`config.mk`:
```
export PLATFORM = sky130hd
export DESIGN_NAME = vga_timing_gen
export DESIGN_NICKNAME = d
export VERILOG_FILES = /design/src/rtl/vga_timing_gen.sv
export SDC_FILE = /design/constraint.sdc
export NUM_CORES = 1
export LEC_CHECK = 0
export CORE_ASPECT_RATIO = 1.75
export CORE_UTILIZATION = 34
export DETAILED_ROUTE_END_ITERATION = 6
export PLACE_DENSITY = 0.63
export SYNTH_ARGS = -nofsm -noshare
export SYNTH_HDL_FRONTEND = slang
export SYNTH_SLANG_ARGS = --single-unit
```
`constraint.sdc`:
```
create_clock -name clk -period 2.1 [get_ports clk]
set_input_delay 0.42 -clock clk [delete_from_list [all_inputs] [get_ports clk]]
set_output_delay 0.42 -clock clk [all_outputs]
set_load 0.02 [all_outputs]
```
`src/rtl/vga_timing_gen.sv`:
```
// Free-running raster timing generator (XGA 1024x768@60 by default) that sources the
// pixel-position stream for the draw chain, plus a frame-start pulse and a frame counter.
module vga_timing_gen #(
    parameter int H_ACTIVE = 1024,
    parameter int H_FP     = 24,
    parameter int H_SYNC   = 136,
    parameter int H_BP     = 160,
    parameter int V_ACTIVE = 768,
    parameter int V_FP     = 3,
    parameter int V_SYNC   = 6,
    parameter int V_BP     = 29
) (
    input  logic        clk,
    input  logic        rst,
    output logic [10:0] hcount,
    output logic [10:0] vcount,
    output logic        hsync,
    output logic        vsync,
    output logic        hblnk,
    output logic        vblnk,
    output logic [11:0] rgb,
    output logic        frame_start,
    output logic [15:0] frame_cnt
);

    localparam int H_TOTAL = H_ACTIVE + H_FP + H_SYNC + H_BP;
    localparam int V_TOTAL = V_ACTIVE + V_FP + V_SYNC + V_BP;

    if (H_TOTAL > 2048 || V_TOTAL > 2048) begin : g_param_check
        $error("vga_timing_gen: H_TOTAL and V_TOTAL must not exceed 2048");
    end

    localparam logic [10:0] H_LAST = 11'(H_TOTAL - 1);
    localparam logic [10:0] V_LAST = 11'(V_TOTAL - 1);

    // Region bounds are 12 bits wide so an end bound of exactly 2048 still compares correctly.
    localparam logic [11:0] H_BLNK_START = 12'(H_ACTIVE);
    localparam logic [11:0] H_SYNC_START = 12'(H_ACTIVE + H_FP);
    localparam logic [11:0] H_SYNC_END   = 12'(H_ACTIVE + H_FP + H_SYNC);
    localparam logic [11:0] V_BLNK_START = 12'(V_ACTIVE);
    localparam logic [11:0] V_SYNC_START = 12'(V_ACTIVE + V_FP);
    localparam logic [11:0] V_SYNC_END   = 12'(V_ACTIVE + V_FP + V_SYNC);

    logic        h_wrap;
    logic        frame_wrap;
    logic [10:0] hcount_next;
    logic [10:0] vcount_next;
    logic [11:0] h_ext;
    logic [11:0] v_ext;

    // Next counter values; the flags are decoded from these so they line up with the counters.
    always_comb begin
        h_wrap      = (hcount == H_LAST);
        frame_wrap  = h_wrap && (vcount == V_LAST);
        hcount_next = h_wrap ? 11'd0 : hcount + 11'd1;
        vcount_next = vcount;
        if (h_wrap) begin
            vcount_next = (vcount == V_LAST) ? 11'd0 : vcount + 11'd1;
        end
        h_ext = {1'b0, hcount_next};
        v_ext = {1'b0, vcount_next};
    end

    always_ff @(posedge clk) begin
        if (rst) begin
            hcount      <= 11'd0;
            vcount      <= 11'd0;
            hsync       <= 1'b0;
            vsync       <= 1'b0;
            hblnk       <= 1'b0;
            vblnk       <= 1'b0;
            rgb         <= 12'h000;
            frame_start <= 1'b0;
            frame_cnt   <= 16'd0;
        end else begin
            hcount      <= hcount_next;
            vcount      <= vcount_next;
            hblnk       <= (h_ext >= H_BLNK_START);
            hsync       <= (h_ext >= H_SYNC_START) && (h_ext < H_SYNC_END);
            vblnk       <= (v_ext >= V_BLNK_START);
            vsync       <= (v_ext >= V_SYNC_START) && (v_ext < V_SYNC_END);
            rgb         <= 12'h000;
            frame_start <= frame_wrap;
            if (frame_wrap) begin
                frame_cnt <= frame_cnt + 16'd1;
            end
        end
    end

endmodule

```
==> metrics.log, run 1 <==
INFO  metric run_status = complete, but fails checks
INFO  metric failing_checks = setup timing
INFO  metric fin_skew = 0.00676 ns
INFO  metric cts_max_level = 2
INFO  metric max_cap_viol_count = 0
INFO  metric port-buffer-count = 44
INFO  metric yosys_warnings = 0
INFO  metric critical_path_peak_fanout = 4
INFO  metric finalMaxSlewViolations = 0
INFO  metric grt_use_total = 0.168
INFO  metric hold_viol = 0
INFO  metric cts-root-buf = sky130_fd_sc_hd__clkbuf_8
INFO  metric grt_first_pass_wirelength = 9010 µm
INFO  metric wl_per_cell = 13.2 µm
INFO  metric insertedDiodeCount = 0
INFO  metric finalCoreUtilization = 0.503
INFO  metric synthDistinctLibCells = 42
INFO  metric drt_drc_violations_left = 0
INFO  metric setup_slack = -0.0192 ns
INFO  metric power-per-cell-area = 504 nW/µm²
INFO  metric synth_area = 2190 µm²
INFO  metric worstSetupPathType = flip-flop to flip-flop
INFO  metric synth_compound_gate_area_share = 0.0849
INFO  metric core_area = 6230 µm²
INFO  metric most_frequent_standard_cell_in_the_layout_excluding_fill_and_tap_cells = sky130_fd_sc_hd__clkdlybuf4s50_1
INFO  metric dominant_combinational_cell_family_by_area_after_synthesis = simple AND/OR/NAND/NOR gates
INFO  metric clock_latency = 0.30 ns
INFO  metric synth.mux.area_fraction = 0.0137
INFO  metric grt_setup_unrepaired = yes
INFO  metric antenna_found_initial = 0
INFO  metric holdWs = 0.479 ns
INFO  metric tritoncts_clock_tree = done
INFO  metric timing.hold.worst.class = flip-flop to flip-flop
INFO  metric maximum_number_of_pins_on_one_net_before_global_route_repair = 26
INFO  metric hpwlAfterDp = 4110 µm
INFO  metric async_set_or_reset_flop_fraction_in_the_synthesized_netlist = 0
INFO  metric design.die.area = 6790 µm²
INFO  metric cellInternalPower = 1.23 mW
INFO  metric routed-via-count = 2121
INFO  metric postSynthAreaPerCell = 8.47 µm²
INFO  metric synth_ff_type = sky130_fd_sc_hd__dfxtp_1
INFO  metric layout.cells.most_common_list = sky130_fd_sc_hd__clkdlybuf4s50_1, sky130_fd_sc_hd__dfxtp_1, sky130_fd_sc_hd__buf_4
INFO  metric max_freq = 472 MHz
INFO  metric setup.worst_path.end_class = flip-flop
INFO  metric grt_residual_overflow = 0
INFO  metric power = 1.58 mW
INFO  metric drtAntennaViolNets = 0
INFO  metric clock_sink_count = 43
INFO  metric cts_made_buffers = 5
INFO  metric irDropWorstVdd = 0.290 mV
INFO  metric syn2layout_area_growth = 42.6%
INFO  metric synth-adder-area-share = 0.0228
INFO  metric power.clock.fraction = 0.434
INFO  metric drt_pass1_iterations = 4
INFO  metric period_utilization_post_route = 1.01
INFO  metric timing.final.setup_violations = 4
INFO  metric synth_simple_gate_area_frac = 0.309
INFO  metric period_needed = 2.12 ns
INFO  metric critPathArrivalTime = 2.31 ns
INFO  metric postSynthCellCount = 259
INFO  metric gp_congestion = 0.922
INFO  metric final_layout_size_suffix_gt1_frac = 0.197
INFO  metric worst_ep_required_time = 2.29 ns
INFO  metric pwr-share-comb = 0.045
INFO  metric drt_iter0_markers = 80
INFO  metric seq_power_share = 0.521
INFO  metric height_of_the_chip = 108 µm
INFO  metric cts.clk_slew.worst_paths = 0.08 ns
INFO  metric routed_wl = 5480 µm
INFO  metric die_width = 62.7 µm
INFO  metric design.final.nets = 340
INFO  metric clock_path_buffers = 2
INFO  metric route.detailed.vias_per_inst = 5.11
INFO  metric placement_rows = 38
INFO  metric switchingPower = 0.347 mW
INFO  metric top_level_ports = 57
INFO  metric seq_area_frac_synth = 0.392
INFO  metric start_util = 0.352
INFO  metric yosys_register_bits = 43
INFO  metric fillCellCount = 619
INFO  metric synth_enable_flop_cells = 0
INFO  metric synthXorXnorAreaFrac = 0.104
INFO  metric leakage = 1.18 nW
INFO  metric first_global_vias = 1994
INFO  metric worstSetupStartpointType = flip-flop
INFO  metric sw_frac_of_total = 0.220
INFO  metric cts.hold.buffers_added = 0
[power groups by stage]
stage          sequential, mW  clock, mW  combinational, mW
6_report                0.823      0.686             0.0705
5_1_grt                 0.824      0.744             0.0759
4_1_cts                 0.823      0.712             0.0700
3_5_place_dp            0.842          0             0.0698
3_3_place_gp            0.842          0             0.0697
2_1_floorplan           0.850          0             0.0562
[state kept, by name (all words and copies together), names as in the netlist]
register     flops
frame_cnt       16
hcount          11
vcount          11
frame_start      1
hblnk            1
hsync            1
vblnk            1
vsync            1
[stage by stage]
stage                     TNS (ns)  instance area [µm²]  setup WS [ns]  cells
after floorplan             -0.326                 2250         -0.125    270
after global placement     -0.0612                 2910        -0.0527    405
after detailed placement    -0.230                 2910        -0.0921    405
after CTS                   -0.111                 3050        -0.0392    413
after global routing        -0.843                 3130         -0.165    415
final                      -0.0330                 3130        -0.0192    415
[per-layer routing]
metal | routed length (µm) | global-route usage | vias to the layer above
li1 | - | - | 1036
met1 | 2150 | 0.176 | 1018
met2 | 3030 | 0.325 | 57
met3 | 172 | 0.0253 | 10
met4 | 126 | 0.0748 | 0
met5 | 0 | 0 | -
[cell usage after synthesis (3+ instances only)]
master                     count  share of area
sky130_fd_sc_hd__a21oi_1      14          0.032
sky130_fd_sc_hd__a31oi_1       3         0.0086
sky130_fd_sc_hd__and2_1        4          0.011
sky130_fd_sc_hd__and3_1        6          0.017
sky130_fd_sc_hd__and4_1        5          0.020
sky130_fd_sc_hd__buf_4        12          0.041
sky130_fd_sc_hd__clkbuf_1     11          0.019
sky130_fd_sc_hd__dfxtp_1      43           0.39
sky130_fd_sc_hd__ha_1          4          0.023
sky130_fd_sc_hd__inv_1         4         0.0068
sky130_fd_sc_hd__mux2i_1       3          0.014
sky130_fd_sc_hd__nand2_1      15          0.026
sky130_fd_sc_hd__nand3_1      14          0.032
sky130_fd_sc_hd__nand4_1      10          0.029
sky130_fd_sc_hd__nor2_1       32          0.055
sky130_fd_sc_hd__nor2b_1       3         0.0086
sky130_fd_sc_hd__nor3_1       13          0.030
sky130_fd_sc_hd__nor3b_1       3          0.010
sky130_fd_sc_hd__o21ai_0       7          0.016
sky130_fd_sc_hd__or3_1         3         0.0086
sky130_fd_sc_hd__xnor2_1      10          0.040
sky130_fd_sc_hd__xor2_1       16          0.064
[critical path, stage by stage, from the launching register on]
cell                      delay, ns
sky130_fd_sc_hd__dfxtp_2       0.33
sky130_fd_sc_hd__or4b_4        0.54
sky130_fd_sc_hd__or3_4         0.45
sky130_fd_sc_hd__nor4_4        0.20
sky130_fd_sc_hd__buf_4         0.18
sky130_fd_sc_hd__nand4_1       0.11
sky130_fd_sc_hd__xor2_1        0.15
sky130_fd_sc_hd__nor2_1        0.05
[final cells by class]
cell class,instances,area (µm²),share of cell area
multi-input cells,199,1290,0.414
flip-flops and latches,43,870,0.278
repair buffers,81,729,0.233
well taps,80,100,0.0320
clock buffers,6,82.6,0.0264
clock inverters,2,38.8,0.0124
inverters,4,15.0,0.00480
[cell families after synthesis]
| group | Yosys count |
|---|---|
| XOR/XNOR | 26 |
| AO/OA/AOI/OAI | 31 |
| other | 1 |
| multiplexers | 3 |
| buffers and inverters | 28 |
| AND/OR/NAND/NOR | 123 |
| flip-flops | 43 |
| adder cells (fa/ha/maj) | 4 |
[timing repair]
item / CTS / global route
setup buffers: 0 / 3
resized for setup: 4 / 9
pin swaps: 3 / 6
hold endpoints to repair: 0 / 0
endpoints found under the setup margin: 8 / 10
[final timing paths]
| kind | startpoint | to | slack [ns] | cells after the start |
|---|---|---|---|---|
| max | vcount[6] | frame_cnt[13] | -0.02 | 7 |
| min | hcount[0] | hcount[0] | 0.48 | 1 |
| max reg2reg | vcount[6] | frame_cnt[13] | -0.02 | 7 |
| min reg2reg | hcount[0] | hcount[0] | 0.48 | 1 |
Note: power is estimated with default switching activity, not from simulation.
==> run 2, diff against run 1 <==
- ABC_AREA: not set -> 1
- PLACE_DENSITY: 0.63 -> 0.62
==> metrics.log, run 2 <==
INFO  metric worst_ep_required_time = 2.31 ns
INFO  metric synth_enable_flop_cells = 0
INFO  metric critPathArrivalTime = 2.12 ns
INFO  metric dp_worst_setup_slack = 0.192 ns
INFO  metric switchingPower = 0.369 mW
INFO  metric synth_top_cells_by_area = sky130_fd_sc_hd__dfxtp_1, sky130_fd_sc_hd__nand2_1, sky130_fd_sc_hd__nor2_1
INFO  metric synth_area = 2520 µm²
INFO  metric postSynthAreaPerCell = 6.96 µm²
INFO  metric timing.hold.worst.class = flip-flop to flip-flop
INFO  metric cts.hold.buffers_added = 0
INFO  metric yosys_warnings = 0
INFO  metric antenna_found_initial = 0
INFO  metric seq_power_share = 0.459
INFO  metric grt_use_total = 0.173
INFO  metric irDropWorstVdd = 0.641 mV
INFO  metric timing.final.setup_violations = 0
INFO  metric max_freq = 525 MHz
INFO  metric biggestRegsByFlops = frame_cnt (16), hcount (11), vcount (11)
INFO  metric hold_viol = 0
INFO  metric fillCellCount = 749
INFO  metric routed_wl = 6130 µm
INFO  metric grt_residual_overflow = 0
INFO  metric setup_slack = 0.196 ns
INFO  metric routed-via-count = 2394
INFO  metric sw_frac_of_total = 0.205
INFO  metric synthDistinctLibCells = 39
INFO  metric critical_path_peak_fanout = 9
INFO  metric registers.top_by_ff_count = frame_cnt
INFO  metric maximum_number_of_pins_on_one_net_before_global_route_repair = 18
INFO  metric cts_resized = 0
INFO  metric tns = 0 ns
INFO  metric placement_rows = 41
INFO  metric wl_per_cell = 12.3 µm
INFO  metric insertedDiodeCount = 0
INFO  metric post-cts-setup-buffers = 0
INFO  metric height_of_the_chip = 116 µm
INFO  metric cts_max_level = 2
INFO  metric die_width = 67.1 µm
INFO  metric yosys_register_bits = 43
INFO  metric netlist.top_cell.by_area = sky130_fd_sc_hd__dfxtp_1
INFO  metric worstSetupStartpointType = flip-flop
INFO  metric max_cap_viol_count = 0
INFO  metric yosys-top-cells-count = sky130_fd_sc_hd__nand2_1, sky130_fd_sc_hd__nor2_1, sky130_fd_sc_hd__inv_1
INFO  metric tritoncts_clock_tree = done
INFO  metric grt_setup_unrepaired = no
INFO  metric largest_reg_flops = 16
INFO  metric clock_sink_count = 43
INFO  metric syn2layout_area_growth = 27.0%
INFO  metric leakage = 1.33 nW
INFO  metric design.die.area = 7780 µm²
INFO  metric synth_ff_type = sky130_fd_sc_hd__dfxtp_1
INFO  metric cts_made_buffers = 5
INFO  metric cts-root-buf = sky130_fd_sc_hd__clkbuf_16
INFO  metric start_util = 0.351
INFO  metric postSynthCellCount = 362
INFO  metric power-per-cell-area = 562 nW/µm²
INFO  metric finalMaxSlewViolations = 0
INFO  metric async_set_or_reset_flop_fraction_in_the_synthesized_netlist = 0
INFO  metric synth_top_area_share = 0.341
INFO  metric pwr-share-comb = 0.038
INFO  metric gp_congestion = 0.891
INFO  metric first_global_vias = 2239
INFO  metric seq_area_frac_synth = 0.341
INFO  metric hpwlAfterDp = 4860 µm
INFO  metric grt_first_pass_wirelength = 10100 µm
INFO  metric setup.worst_path.end_class = flip-flop
INFO  metric period_utilization_post_route = 0.907
INFO  metric drt_pass1_iterations = 4
INFO  metric port-buffer-count = 44
INFO  metric cts.clk_slew.worst_paths = 0.06 ns
INFO  metric core_area = 7180 µm²
INFO  metric design.final.nets = 418
INFO  metric clock_latency = 0.28 ns
INFO  metric top_level_ports = 57
INFO  metric drt_drc_violations_left = 0
INFO  metric run_status = finished, final reports clean
INFO  metric cellInternalPower = 1.43 mW
INFO  metric worstSetupPathType = flip-flop to flip-flop
INFO  metric yosys.cell_count.top_type = sky130_fd_sc_hd__nand2_1
INFO  metric layout.cells.most_common_list = sky130_fd_sc_hd__nand2_1, sky130_fd_sc_hd__nor2_1, sky130_fd_sc_hd__inv_1
INFO  metric clock_path_buffers = 2
INFO  metric drt_iter0_markers = 98
INFO  metric most_frequent_standard_cell_in_the_layout_excluding_fill_and_tap_cells = sky130_fd_sc_hd__nand2_1
INFO  metric drtAntennaViolNets = 0
INFO  metric route.detailed.vias_per_inst = 4.80
INFO  metric final_layout_size_suffix_gt1_frac = 0.102
INFO  metric fin_skew = 0.00715 ns
INFO  metric period_needed = 1.90 ns
INFO  metric power.clock.fraction = 0.503
## run 2: area by class of cell
type                            count  area [µm²]  area share
Inverter                           48         180      0.0563
Multi-Input combinational cell    266        1410       0.440
Clock inverter                      2        35.0      0.0109
Tap cell                           86         108      0.0336
Sequential cell                    43         861       0.269
Clock buffer                        6         139      0.0434
Timing Repair Buffer               48         470       0.147
## run 2: kinds of logic after synthesis
logic type                 count (synthesis)  share of synthesized area
and+or+nand+nor                          213                      0.434
buffers and inverters                     64                      0.116
DFF                                       43                      0.341
AOI/OAI and AO/OA                         32                     0.0695
xor gates and xnor gates                   5                     0.0174
adders and majority gates                  4                     0.0199
other                                      1                    0.00149
## run 2: path summary, 6_finish.rpt
kind               end  depth (start not counted)  slack (ns)  startpoint
max              vsync                         11        0.20   hcount[0]
max reg2reg      vsync                         11        0.20   hcount[0]
min          hcount[0]                          1        0.48   hcount[0]
min reg2reg  hcount[0]                          1        0.48   hcount[0]
## run 2: power by group through the flow
stage          registers [mW]  logic (mW)  clock network [mW]
6_report                0.827      0.0685               0.905
5_1_grt                 0.827      0.0744               0.954
4_1_cts                 0.826      0.0689               0.928
3_5_place_dp            0.845      0.0685                   0
3_3_place_gp            0.844      0.0681                   0
2_1_floorplan           0.850      0.0592                   0
## run 2: per-layer routing
layer | vias up | wire length [µm] | global-route usage | share of wire
met5 | - | 0 | 0 | 0
met4 | 0 | 219 | 0.0922 | 0.036
met3 | 16 | 278 | 0.0344 | 0.045
met2 | 71 | 3280 | 0.311 | 0.53
met1 | 1076 | 2360 | 0.183 | 0.38
li1 | 1231 | - | - | -
## run 2: critical path: stages (launching register included)
cell                      delay (ns)
sky130_fd_sc_hd__dfxtp_1        0.39
sky130_fd_sc_hd__ha_1           0.26
sky130_fd_sc_hd__nand2_1        0.09
sky130_fd_sc_hd__nor2_1         0.14
sky130_fd_sc_hd__nand2_1        0.12
sky130_fd_sc_hd__nor2_4         0.21
sky130_fd_sc_hd__nand2_1        0.15
sky130_fd_sc_hd__nand3_1        0.15
sky130_fd_sc_hd__nand2_1        0.08
sky130_fd_sc_hd__nand2_1        0.06
sky130_fd_sc_hd__nand2_1        0.05
sky130_fd_sc_hd__nor3_2         0.13
## run 2: metrics by stage
stage	utilization	cells	cell area [µm²]	power [mW]	hold slack [ns]
3_5_place_dp	0.422	491	3030	0.913	0.471
5_1_grt	0.446	499	3200	1.86	0.516
3_3_place_gp	0.422	491	3030	0.912	0.456
6_report	0.446	499	3200	1.80	0.484
4_1_cts	0.446	499	3200	1.82	0.486
2_1_floorplan	-	373	2560	0.909	0.529
==> run 3, diff against run 2 <==
- HOLD_SLACK_MARGIN: not set -> 0.02
==> results of run 3 <==
The final DEF is identical to that of run 2; final timing and power are the same.
